<file path="src/rtl/serial_operand_serializer_msb_first.sv">
// serial_operand_serializer_msb_first
// Accepts an operand pair (A, B) over a valid/ready handshake and streams it
// MSB first, one bit per cycle. A one-cycle clear pulse precedes every word so
// a downstream serial comparator restarts in its "equal" state.
//
// Ports:
//   clk, rst           clock, asynchronous active-high reset
//   in_valid/in_ready  parallel operand handshake (ready only while idle)
//   in_a, in_b         parallel operands, WIDTH bits
//   out_clear          one-cycle pulse ahead of each word (comparator reset)
//   out_valid          out_a/out_b carry a valid bit
//   out_a, out_b       serial operand bits, MSB first
//   out_first          current bit is bit WIDTH-1
//   out_last           current bit is bit 0
//
// Optional feature, macro SERIALIZER_RESULT_CAPTURE_EN:
//   cmp_lt/cmp_eq/cmp_gt  comparator combinational result inputs
//   res_valid             one-cycle pulse when res_* are updated
//   res_lt/res_eq/res_gt  comparator result captured at the end of each word
module serial_operand_serializer_msb_first #(
  parameter int unsigned WIDTH = 8
) (
  input  logic             clk,
  input  logic             rst,
  input  logic             in_valid,
  output logic             in_ready,
  input  logic [WIDTH-1:0] in_a,
  input  logic [WIDTH-1:0] in_b,
  output logic             out_clear,
  output logic             out_valid,
  output logic             out_a,
  output logic             out_b,
  output logic             out_first,
  output logic             out_last
`ifdef SERIALIZER_RESULT_CAPTURE_EN
  ,
  input  logic             cmp_lt,
  input  logic             cmp_eq,
  input  logic             cmp_gt,
  output logic             res_valid,
  output logic             res_lt,
  output logic             res_eq,
  output logic             res_gt
`endif
);

  localparam int unsigned CW = $clog2(WIDTH);

  typedef enum logic [1:0] {
    S_IDLE  = 2'd0,
    S_CLEAR = 2'd1,
    S_SHIFT = 2'd2
  } state_e;

  state_e           state_q, state_d;
  logic [CW-1:0]    cnt_q, cnt_d;
  logic [WIDTH-1:0] sh_a_q, sh_a_d;
  logic [WIDTH-1:0] sh_b_q, sh_b_d;
  logic             in_ready_q, in_ready_d;
  logic             out_clear_q, out_clear_d;
  logic             out_valid_q, out_valid_d;
  logic             out_first_q, out_first_d;
  logic             out_last_q, out_last_d;

  // Next-state, datapath and registered-output decode
  always_comb begin
    state_d     = state_q;
    cnt_d       = cnt_q;
    sh_a_d      = sh_a_q;
    sh_b_d      = sh_b_q;
    in_ready_d  = 1'b0;
    out_clear_d = 1'b0;
    out_valid_d = 1'b0;
    out_first_d = 1'b0;
    out_last_d  = 1'b0;

    unique case (state_q)
      S_IDLE: begin
        if (in_valid) begin
          sh_a_d  = in_a;
          sh_b_d  = in_b;
          cnt_d   = CW'(WIDTH - 1);
          state_d = S_CLEAR;
        end
      end
      S_CLEAR: begin
        state_d = S_SHIFT;
      end
      S_SHIFT: begin
        sh_a_d = {sh_a_q[WIDTH-2:0], 1'b0};
        sh_b_d = {sh_b_q[WIDTH-2:0], 1'b0};
        // Counter holds at zero on the final bit; it is only reloaded in idle
        if (cnt_q == '0) begin
          state_d = S_IDLE;
        end else begin
          cnt_d = cnt_q - CW'(1);
        end
      end
      default: begin
        state_d = S_IDLE;
      end
    endcase

    // Outputs are registered from the next state so they line up with state_q
    in_ready_d  = (state_d == S_IDLE);
    out_clear_d = (state_d == S_CLEAR);
    out_valid_d = (state_d == S_SHIFT);
    out_first_d = (state_d == S_SHIFT) && (cnt_d == CW'(WIDTH - 1));
    out_last_d  = (state_d == S_SHIFT) && (cnt_d == '0);
  end

  // State and output registers
  always_ff @(posedge clk or posedge rst) begin
    if (rst) begin
      state_q     <= S_IDLE;
      cnt_q       <= '0;
      sh_a_q      <= '0;
      sh_b_q      <= '0;
      in_ready_q  <= 1'b1;
      out_clear_q <= 1'b0;
      out_valid_q <= 1'b0;
      out_first_q <= 1'b0;
      out_last_q  <= 1'b0;
    end else begin
      state_q     <= state_d;
      cnt_q       <= cnt_d;
      sh_a_q      <= sh_a_d;
      sh_b_q      <= sh_b_d;
      in_ready_q  <= in_ready_d;
      out_clear_q <= out_clear_d;
      out_valid_q <= out_valid_d;
      out_first_q <= out_first_d;
      out_last_q  <= out_last_d;
    end
  end

  assign in_ready  = in_ready_q;
  assign out_clear = out_clear_q;
  assign out_valid = out_valid_q;
  assign out_a     = sh_a_q[WIDTH-1];
  assign out_b     = sh_b_q[WIDTH-1];
  assign out_first = out_first_q;
  assign out_last  = out_last_q;

`ifdef SERIALIZER_RESULT_CAPTURE_EN
  logic word_end;
  logic res_valid_q, res_lt_q, res_eq_q, res_gt_q;

  // The comparator has consumed bit 0 by the edge that ends the last-bit cycle
  assign word_end = (state_q == S_SHIFT) && (cnt_q == '0);

  // Result capture: res_* hold until the next word completes
  always_ff @(posedge clk or posedge rst) begin
    if (rst) begin
      res_valid_q <= 1'b0;
      res_lt_q    <= 1'b0;
      res_eq_q    <= 1'b0;
      res_gt_q    <= 1'b0;
    end else begin
      res_valid_q <= word_end;
      if (word_end) begin
        res_lt_q <= cmp_lt;
        res_eq_q <= cmp_eq;
        res_gt_q <= cmp_gt;
      end
    end
  end

  assign res_valid = res_valid_q;
  assign res_lt    = res_lt_q;
  assign res_eq    = res_eq_q;
  assign res_gt    = res_gt_q;
`endif

endmodule
</file>
<file path="config.mk">
export PLATFORM = sky130hd
export DESIGN_NAME = serial_operand_serializer_msb_first
export DESIGN_NICKNAME = d
export VERILOG_FILES = /design/src/rtl/serial_operand_serializer_msb_first.sv
export SDC_FILE = /design/constraint.sdc
export NUM_CORES = 1
export LEC_CHECK = 0
export ABC_AREA = 0
export BUFFER_PORTS_ARGS = -buffer_cell sky130_fd_sc_hd__buf_2
export CAP_MARGIN = 20
export CORE_MARGIN = 1.5
export CORE_UTILIZATION = 45
export CTS_CLUSTER_DIAMETER = 150
export DETAILED_ROUTE_END_ITERATION = 10
export PLACE_DENSITY_LB_ADDON = 0.25
export SYNTH_ARGS = -nofsm -noshare
export SYNTH_HDL_FRONTEND = slang
export SYNTH_SLANG_ARGS = --single-unit
</file>
<file path="constraint.sdc">
create_clock -name clk -period 1.25 [get_ports clk]
set_input_delay 0.125 -clock clk [delete_from_list [all_inputs] [get_ports clk]]
set_output_delay 0.125 -clock clk [all_outputs]
set_load 0.01 [all_outputs]
</file>
* After elaboration in Yosys (flattened, before gate mapping)
Index checks and enable logic that the tools add are counted. W data, S select, Z words.
Operators by class: add/sub/neg operators 1, $mul 0, div/mod/pow operators 0, order comparisons 0, equality and inequality tests 6, shifts and indexed selects 0, mux-type cells 10, bitwise logic cells 0, reduce and logical (&&, ||, !) cells 8
Operator list (number):
- $pmux W8 S2 | 2
- $mux W8 | 2
- $logic_not A3 Y1 | 2
- $mux W3 | 2
- $pmux W2 S3 | 1
- $pmux W3 S2 | 1
- $eq A2 B1 Y1 const B | 2
- $eq A2 B2 Y1 const B | 2
- $logic_not A2 Y1 | 2
- $mux W2 | 2
- $eq A3 B3 Y1 const B | 1
- $sub A3 B1 Y3 const B | 1
- $logic_and A1 B1 Y1 | 2
- $ne A2 B2 Y1 const B | 1
- $reduce_and A2 Y1 | 1
- $reduce_bool A2 Y1 | 1
Word-level totals: bits in registers 26, latch bits 0, RAM bits 0, ROM bits 0, input port bits 19, output and inout bits 7, memories 0

* Longest topological paths before layout
Gate-level depths: netlist of the first run.
word-level depth 5, gate-level depth with buffers 7, mapped depth without buffers 7

* Least setup slack after synthesis of the first run
No wires, ideal clock.
kind register -> register, start point register cnt_q[0], end point register out_first_q, in the netlist out_first, setup time 120 ps, arrival 1229 ps, required time 1130 ps, path slack -99 ps, cell stages (with the launch flop) 8, period minus slack after synthesis 1349 ps, cells stage by stage dfrtp_1 -> inv_1 -> ha_1 -> nand2b_2 -> and2_4 -> a21oi_2 -> inv_2 -> and4_1
On the way: longest elaborated chain between the ends 5, elaborated cells between the ends (all ways) 10, those cells by class add/sub: 1; eq/ne: 2; mux: 5; reduce/logical: 2
RTL lines:
- start: declaration | RTL line 56 | logic [CW-1:0] cnt_q, cnt_d;
- start signal: assignment | RTL line 126 | cnt_q <= cnt_d;
- $logic_not A3 Y1 | RTL line 93 | if (cnt_q == '0) begin
- $mux W2 | RTL line 93
- $pmux W2 S3 | RTL line 77 | unique case (state_q)
- named net state_d[1] | RTL line 55 | state_e state_q, state_d;
- $eq A2 B2 Y1 | RTL line 108 | out_first_d = (state_d == S_SHIFT) && (cnt_d == CW'(WIDTH - 1));
- $logic_and A1 B1 Y1 | RTL line 108
- named net out_first_d | RTL line 62 | logic out_first_q, out_first_d;
- end signal: assignment | RTL line 132 | out_first_q <= out_first_d;
- end: declaration | RTL line 62
The timed path passes the listed nets, and every way through them passes these cells. A chain may end at the register's enable or synchronous reset.

* Final worst setup path of the first run
start point register cnt_q[0], end point register out_last_q, in the netlist out_last
On the way: longest elaborated chain between the ends 5, elaborated cells between the ends (all ways) 10, those cells by class add/sub: 1; eq/ne: 1; mux: 5; reduce/logical: 3
RTL lines:
- $sub A3 B1 Y3 or $logic_not A3 Y1 (tied branches) | RTL line 96, 93
- $mux W3 (*) | RTL line 93
- $pmux W3 S2 (*) | RTL line 77
- named net cnt_d[1] | RTL line 56
- $logic_not A3 Y1 (*) | RTL line 109 | out_last_d = (state_d == S_SHIFT) && (cnt_d == '0);
- $logic_and A1 B1 Y1 (*) | RTL line 109
- named net out_last_d | RTL line 63 | logic out_last_q, out_last_d;
- end signal: assignment | RTL line 133 | out_last_q <= out_last_d;
- end: declaration | RTL line 63
Mark *: on every way through the listed nets, which the timed path passes. The rest lies on a longest branch.

==> results.md, run 1 <==
* Status: finished, violations left
* Violated checks: setup timing
* Arrival time worst endpoint at between 1.5 and 2 ns
* Skew-Pair Late Insertion Delay at 0.32 ns
* Syn Inst Count at 121
* Die Y at 55.7 um
* Internal Power at around 2.4 mW
* Async S/R FF share, synth at 100%
* Num rows at 18
* Via/cell ratio at around 5.4
* Synth unique cells at 31
* Die ar. at 3100 sq um
* GRT Total Usage at 18.7%
* P_leak at 0.776 nW
* Top_reg_cell synth: dfrtp_1
* Ports at 26
* Met3 wire length at 131 um
* Gr ovfl total at 0
* Logic pwr share at 50.7%
* Routability cong. at 0.760
* Largest fanout on the critical path at 3
* Met1 wire length at 1.32 mm
* Clk pwr share at 11.3%
* Fin area at 1650 sq um
* Max-slew violation count at 0
* Worst EP required at 1.49 ns
* Post-DP HPWL at 1.96 mm
* Worst Hold Class: input pin to register
* Maxcap violations at 0
* EDFF count, synth at 0
* CP Capture Type: register
* Die W at between 50 and 60 um
* Period utilisation layout at 113%
* # diodes at 0
* Antenna Violating Nets Remaining at 0
* Num CTS Buffers at 3
* DRC viols at 0
* Tmin final at 1.41 ns
* Final WS setup at -0.157 ns
* Synth Cell Area at 1250 sq um
* Via count at 1,050
* CTS tree: done
* Core outline area at around 2500 sq um
* Fmax at 711 MHz
* Setup TNS at -0.351 ns
* Clk sinks at 26
* Transition time at the pin with the least slew margin at 0.334 ns
* Placed cell count at 183
* Cell Pwr Density at 2290 nW/um^2
* Syn Area/Cell at 10.3 sq um
* Startpoint Class: register
* Placed instance area at 1500 sq um
* Clock Skews at 0.00635 ns
* Switch share at 37.5%
* Worst path cell trace: inv_2 -> ha_4 -> nand2b_4 -> o21ba_4 -> a2bb2oi_4 -> nor4_2
* P_sw at 1.41 mW
* Seq/Total Area, Yosys at 52.3%
* Met2 Routed Length at 1.36 mm
* Initial Util at 49.0%
* Total wire length at 2.87 mm
* Final setup viols at 5
* FF+latch count, synth at 26
* Htree depth at 1
* Crit-path slowest cell: dfrtp_1
* Highest metal used: met4
* Share of power burned in registers at 38.0%
* Vias in the first global route at ~970
* Drt initial violations at 20
* Worst slew margin at 77.7%
* Fin. Hold Viols at 0
* Share of layout cells above drive strength 1 at between 40% and 50%
* Area grow syn2layout at 32.0%
* Post-route insts no fill at 193
* NumNets Final at 185
* DR pass1 iterations at 4
* Drt wl/cell at 14.9 um
* Clock transition at path regs at 0.13 ns
* Largest net degree at the start of global routing at 27
* IO Port Bufs at 25
* CTS Buffer Depth at 2
* Peak VDD IR at 1410 uV
* Initial antenna violation count at 0
* WS Path Type: register to register
* First-pass GRT wire length at ~4.6 mm
* Ys Warns at 0
* Syn_nets at 142
* CP max stage delay at between 0.4 and 0.5 ns
* RSZ-0062 raised after global routing: yes
* Total design power at 3.78 mW
* CTS Root Cell: clkbuf_4
## power groups by stage
stage	Sequential, mW	Combinational [mW]	Clock (mW)
finish	1.44	1.91	0.425
global route	1.48	2.12	0.470
CTS	1.42	1.63	0.452
detailed placement	1.44	1.61	0
global placement	1.43	1.54	0
floorplan	1.43	1.07	0
## registers in the layout, indices dropped and copies added, names as in the netlist
register,flops
sh_a_q,8
state_q,2
cnt_q,3
out_last,1
out_first,1
in_ready,1
out_clear,1
out_valid,1
sh_b_q,8
## synthesized netlist by cell type (2+ instances only)
cell type	n	area share [%]
nor2_1	2	0.60
and2_1	2	1.0
ha_1	2	2.0
o21ai_1	5	2.0
nor2b_1	12	6.0
a21oi_1	11	4.4
nand3_1	2	0.80
o21ai_0	12	4.8
nand2_1	5	1.5
inv_2	2	0.60
a22oi_1	15	9.0
dfrtp_1	25	50
buf_2	2	0.80
clkbuf_1	3	0.90
inv_1	5	1.5
## timing repair
| item | in CTS | in global routing |
|---|---|---|
| endpoints found under the hold margin | 25 | 0 |
| resized for setup | 2 | 14 |
| setup buffers | 0 | 4 |
| hold buffers | 1 | 0 |
| gates cloned | 0 | 1 |
| pin swaps | 0 | 3 |
| setup endpoints to repair | 4 | 13 |
## cell type report
type | instances | area, sq um
sequential | 26 | 652
timing repair buffer | 45 | 289
tap | 30 | 37.5
multi-input combinational | 81 | 606
inverter | 7 | 26.3
fill | 194 | 898
clock buffer | 4 | 36.3
## worst max-delay path, delay by kind of cell (launching register included)
family          cells  cell delay, ns
flops               1            0.41
compound gates      2            0.35
simple gates        2            0.31
fa+ha+maj           1            0.16
buf+inv             1            0.10
## layer usage
metal  track usage [%]  vias to the layer above
met3              3.26                        6
li1                  -                      509
met4              9.06                        0
met2              28.1                       26
met5                 0                        -
met1              26.1                      509
## final timing paths
kind,start,endpoint,cells past startpoint,slack [ns]
min in group asynchronous,rst,sh_b_q[7]$_DFFE_PP0P_,4,0.38
setup reg to reg,cnt_q[0]$_DFF_PP0_,out_last$_DFF_PP0_,6,-0.16
hold / removal,in_b[0],sh_b_q[0]$_DFFE_PP0P_,2,0.02
hold reg to reg,sh_b_q[7]$_DFFE_PP0P_,sh_b_q[7]$_DFFE_PP0P_,2,0.50
max in group asynchronous,rst,in_ready$_DFF_PP1_,4,0.57
setup / recovery,cnt_q[0]$_DFF_PP0_,out_last$_DFF_PP0_,6,-0.16
## cells in the final DEF, fill, tap and decap left out, types with 2 or more instances in the layout
| master | n |
|---|---|
| o21ai_0 | 10 |
| nor2b_1 | 11 |
| nor2b_4 | 2 |
| clkbuf_4 | 3 |
| o21ai_1 | 7 |
| buf_2 | 25 |
| nand2_1 | 5 |
| a22oi_2 | 3 |
| inv_1 | 3 |
| buf_4 | 16 |
| nand3_1 | 2 |
| and2_1 | 2 |
| buf_6 | 3 |
| a21oi_1 | 10 |
| inv_2 | 4 |
| dfrtp_1 | 25 |
| a22oi_1 | 12 |
## logic make-up (layout without fill, tap and decap cells)
logic type               count (synthesis)  count (layout)  synth area share (%)
AND/OR/NAND/NOR                         30              30                  14.5
flip-flops                              26              26                  52.3
buffers and inverters                   14              56                  5.32
adder cells (fa/ha/maj)                  2               2                  2.01
multiplexers                             1               1                 0.802
AO/OA/AOI/OAI                           48              48                  25.1
## stage by stage
stage	hold slack, ns	worst slack (ns)	util (%)
floorplan	0.164	-0.0274	-
global placement	0.192	-0.0500	58.9
detailed placement	0.205	-0.108	58.9
CTS	0.00725	-0.139	61.1
global route	0.0101	-0.213	64.7
finish	0.0221	-0.157	64.7
No activity file was read; power rests on OpenSTA's default activity.
==> inputs of run 2 (changes only) <==
Settings changed: PLACE_DENSITY_LB_ADDON 0.25 to 0.08.
==> results.md, run 2 (synthesis gave the netlist of run 1 again) <==
* Status: finished, violations left
* Violated checks: setup timing
* CTS Root Cell: clkbuf_4
* Worst EP required at 1.48 ns
* R2R Path End: out_last$_DFF_PP0_
* Total wire length at 2.95 mm
* R2r setup slk at -0.18 ns
* Final setup viols at 5
* Ports at 26
* WS Path Type: register to register
* DRC viols at 0
* CP Capture Type: register
* Die Y at 55.7 um
* NumNets Final at between 150 and 200
* Final WS setup at -0.183 ns
* Via/cell ratio at around 5.5
* Cell Pwr Density at 2280 nW/um^2
* Area of the multi-input gates at 631 sq um
* IO Port Bufs at 25
* Antenna Violating Nets Remaining at 0
* Tmin final at 1.43 ns
* Hold depth at 2
* Drt initial violations at 23
* Peak VDD IR at 1610 uV
* Arrival time worst endpoint at 1.66 ns
* Worst path cell trace: inv_2 -> ha_4 -> nand2b_4 -> o21ba_4 -> a2bb2oi_4 -> nor4_4
* Worst Hold Class: input pin to register
* DR pass1 iterations at 4
* Largest net degree at the start of global routing at 27
* Startpoint Class: register
* Largest fanout on the critical path at 3
* CTS tree: done
* P_leak at 0.810 nW
* Initial antenna violation count at 0
* End of the worst hold path: sh_b_q[0]$_DFFE_PP0P_
* Fin. Hold Viols at 0
* Area grow syn2layout at 37.8%
* Crit-path slowest cell: dfrtp_1
* Maxcap violations at 0
* Core outline area at 2540 sq um
* R2R depth at 6
* Period utilisation layout at 115%
* Clock Skews at between 0.015 and 0.02 ns
* RSZ-0062 raised after global routing: yes
* Fmax at 698 MHz
* GRT Total Usage at about 20%
* Share of layout cells above drive strength 1 at 47.3%
* Placed cell count at 185
* Vias in the first global route at about 1,100
* Drt wl/cell at 14.8 um
* Num rows at 18
* Routability cong. at 0.784
* Initial Util at about half
* Num CTS Buffers at 3
* Gr ovfl total at 0
* Via count at 1,091
* RR Startpoint: cnt_q[0]$_DFF_PP0_
* Regs by FF count: sh_a_q (8), sh_b_q (8), cnt_q (3)
* Max-slew violation count at 0
* Hold Startpoint: in_b[0]
* # diodes at 0
* First-pass GRT wire length at 4.81 mm
* Post-DP HPWL at 2.00 mm
* CP max stage delay at 0.41 ns
* CTS Buffer Depth at 2
* Worst slew margin at 77.9%
* Register Area at around 650 sq um
* Most frequent cells in the layout: buf_2, dfrtp_1, buf_4
* Die ar. at 3100 sq um
* Clk sinks at 26
* Htree depth at 1
* Clock transition at path regs at 0.13 ns
* Post-route insts no fill at 199
* Setup TNS at -0.655 ns
* Fillers at 203
* Most common cell after layout, fill and taps aside: buf_2
* Die W at 55.7 um
* Skew-Pair Late Insertion Delay at 0.32 ns
* Transition time at the pin with the least slew margin at 0.332 ns
==> run 2: routing by layer <==
| metal | vias up | routed length (um) | track usage, % |
|---|---|---|---|
| met4 | 0 | 29 | 4.88 |
| li1 | 521 | - | - |
| met3 | 4 | 175 | 3.95 |
| met1 | 525 | 1300 | 25.4 |
| met5 | - | 0 | 0 |
| met2 | 41 | 1450 | 33.2 |
==> run 2: power by group <==
part	leakage, nW	internal, mW	switching [mW]	total (mW)
combinational	0.476	1.11	0.994	2.10
clock	0.0150	0.125	0.248	0.373
sequential	0.319	1.20	0.240	1.44
==> run 2: area by class of cell <==
| cell class | instances | share of cell area [%] |
|---|---|---|
| Sequential cell | 26 | 38.0 |
| Tap cell | 30 | 2.18 |
| Timing Repair Buffer | 51 | 20.1 |
| Clock buffer | 4 | 1.53 |
| Inverter | 7 | 1.53 |
| Multi-Input combinational cell | 81 | 36.7 |
==> run 2: what timing repair did <==
item                       in CTS  in global routing
gates resized for setup        10                 21
pin swaps                       0                 13
setup endpoints to repair      16                 18
gates cloned                    1                  0
buffers inserted                4                  4
hold endpoints to repair       25                  0
hold buffers                    1                  0
==> run 2: stage by stage <==
stage	util [%]	setup WS [ns]	instance area [sq um]	total power [mW]	hold slack [ns]
floorplan	-	-0.0274	1270	2.50	0.164
global placement	59.5	-0.203	1520	3.04	0.194
detailed placement	59.5	-0.203	1520	3.10	0.220
CTS	64.0	-0.153	1630	3.67	0.0332
global route	67.6	-0.240	1720	4.20	0.0254
finish	67.6	-0.183	1720	3.92	0.0369
==> run 2: critical path, delay by kind of cell (launching register included) <==
family	cells	cell delay, ns
fa+ha+maj	1	0.15
buf+inv	1	0.09
compound gates	2	0.35
flops	1	0.41
simple gates	2	0.34
==> run 2: how the worst max path moves through the flow <==
stage,start,to,slack [ns],cells past startpoint
floorplan,state_q[1]$_DFF_PP0_,out_first$_DFF_PP0_,-0.03,6
global placement,state_q[0]$_DFF_PP0_,out_last$_DFF_PP0_,-0.20,5
detailed placement,state_q[0]$_DFF_PP0_,out_last$_DFF_PP0_,-0.20,5
CTS,cnt_q[0]$_DFF_PP0_,out_last$_DFF_PP0_,-0.15,6
global route,cnt_q[0]$_DFF_PP0_,out_last$_DFF_PP0_,-0.24,6
finish,cnt_q[0]$_DFF_PP0_,out_last$_DFF_PP0_,-0.18,6
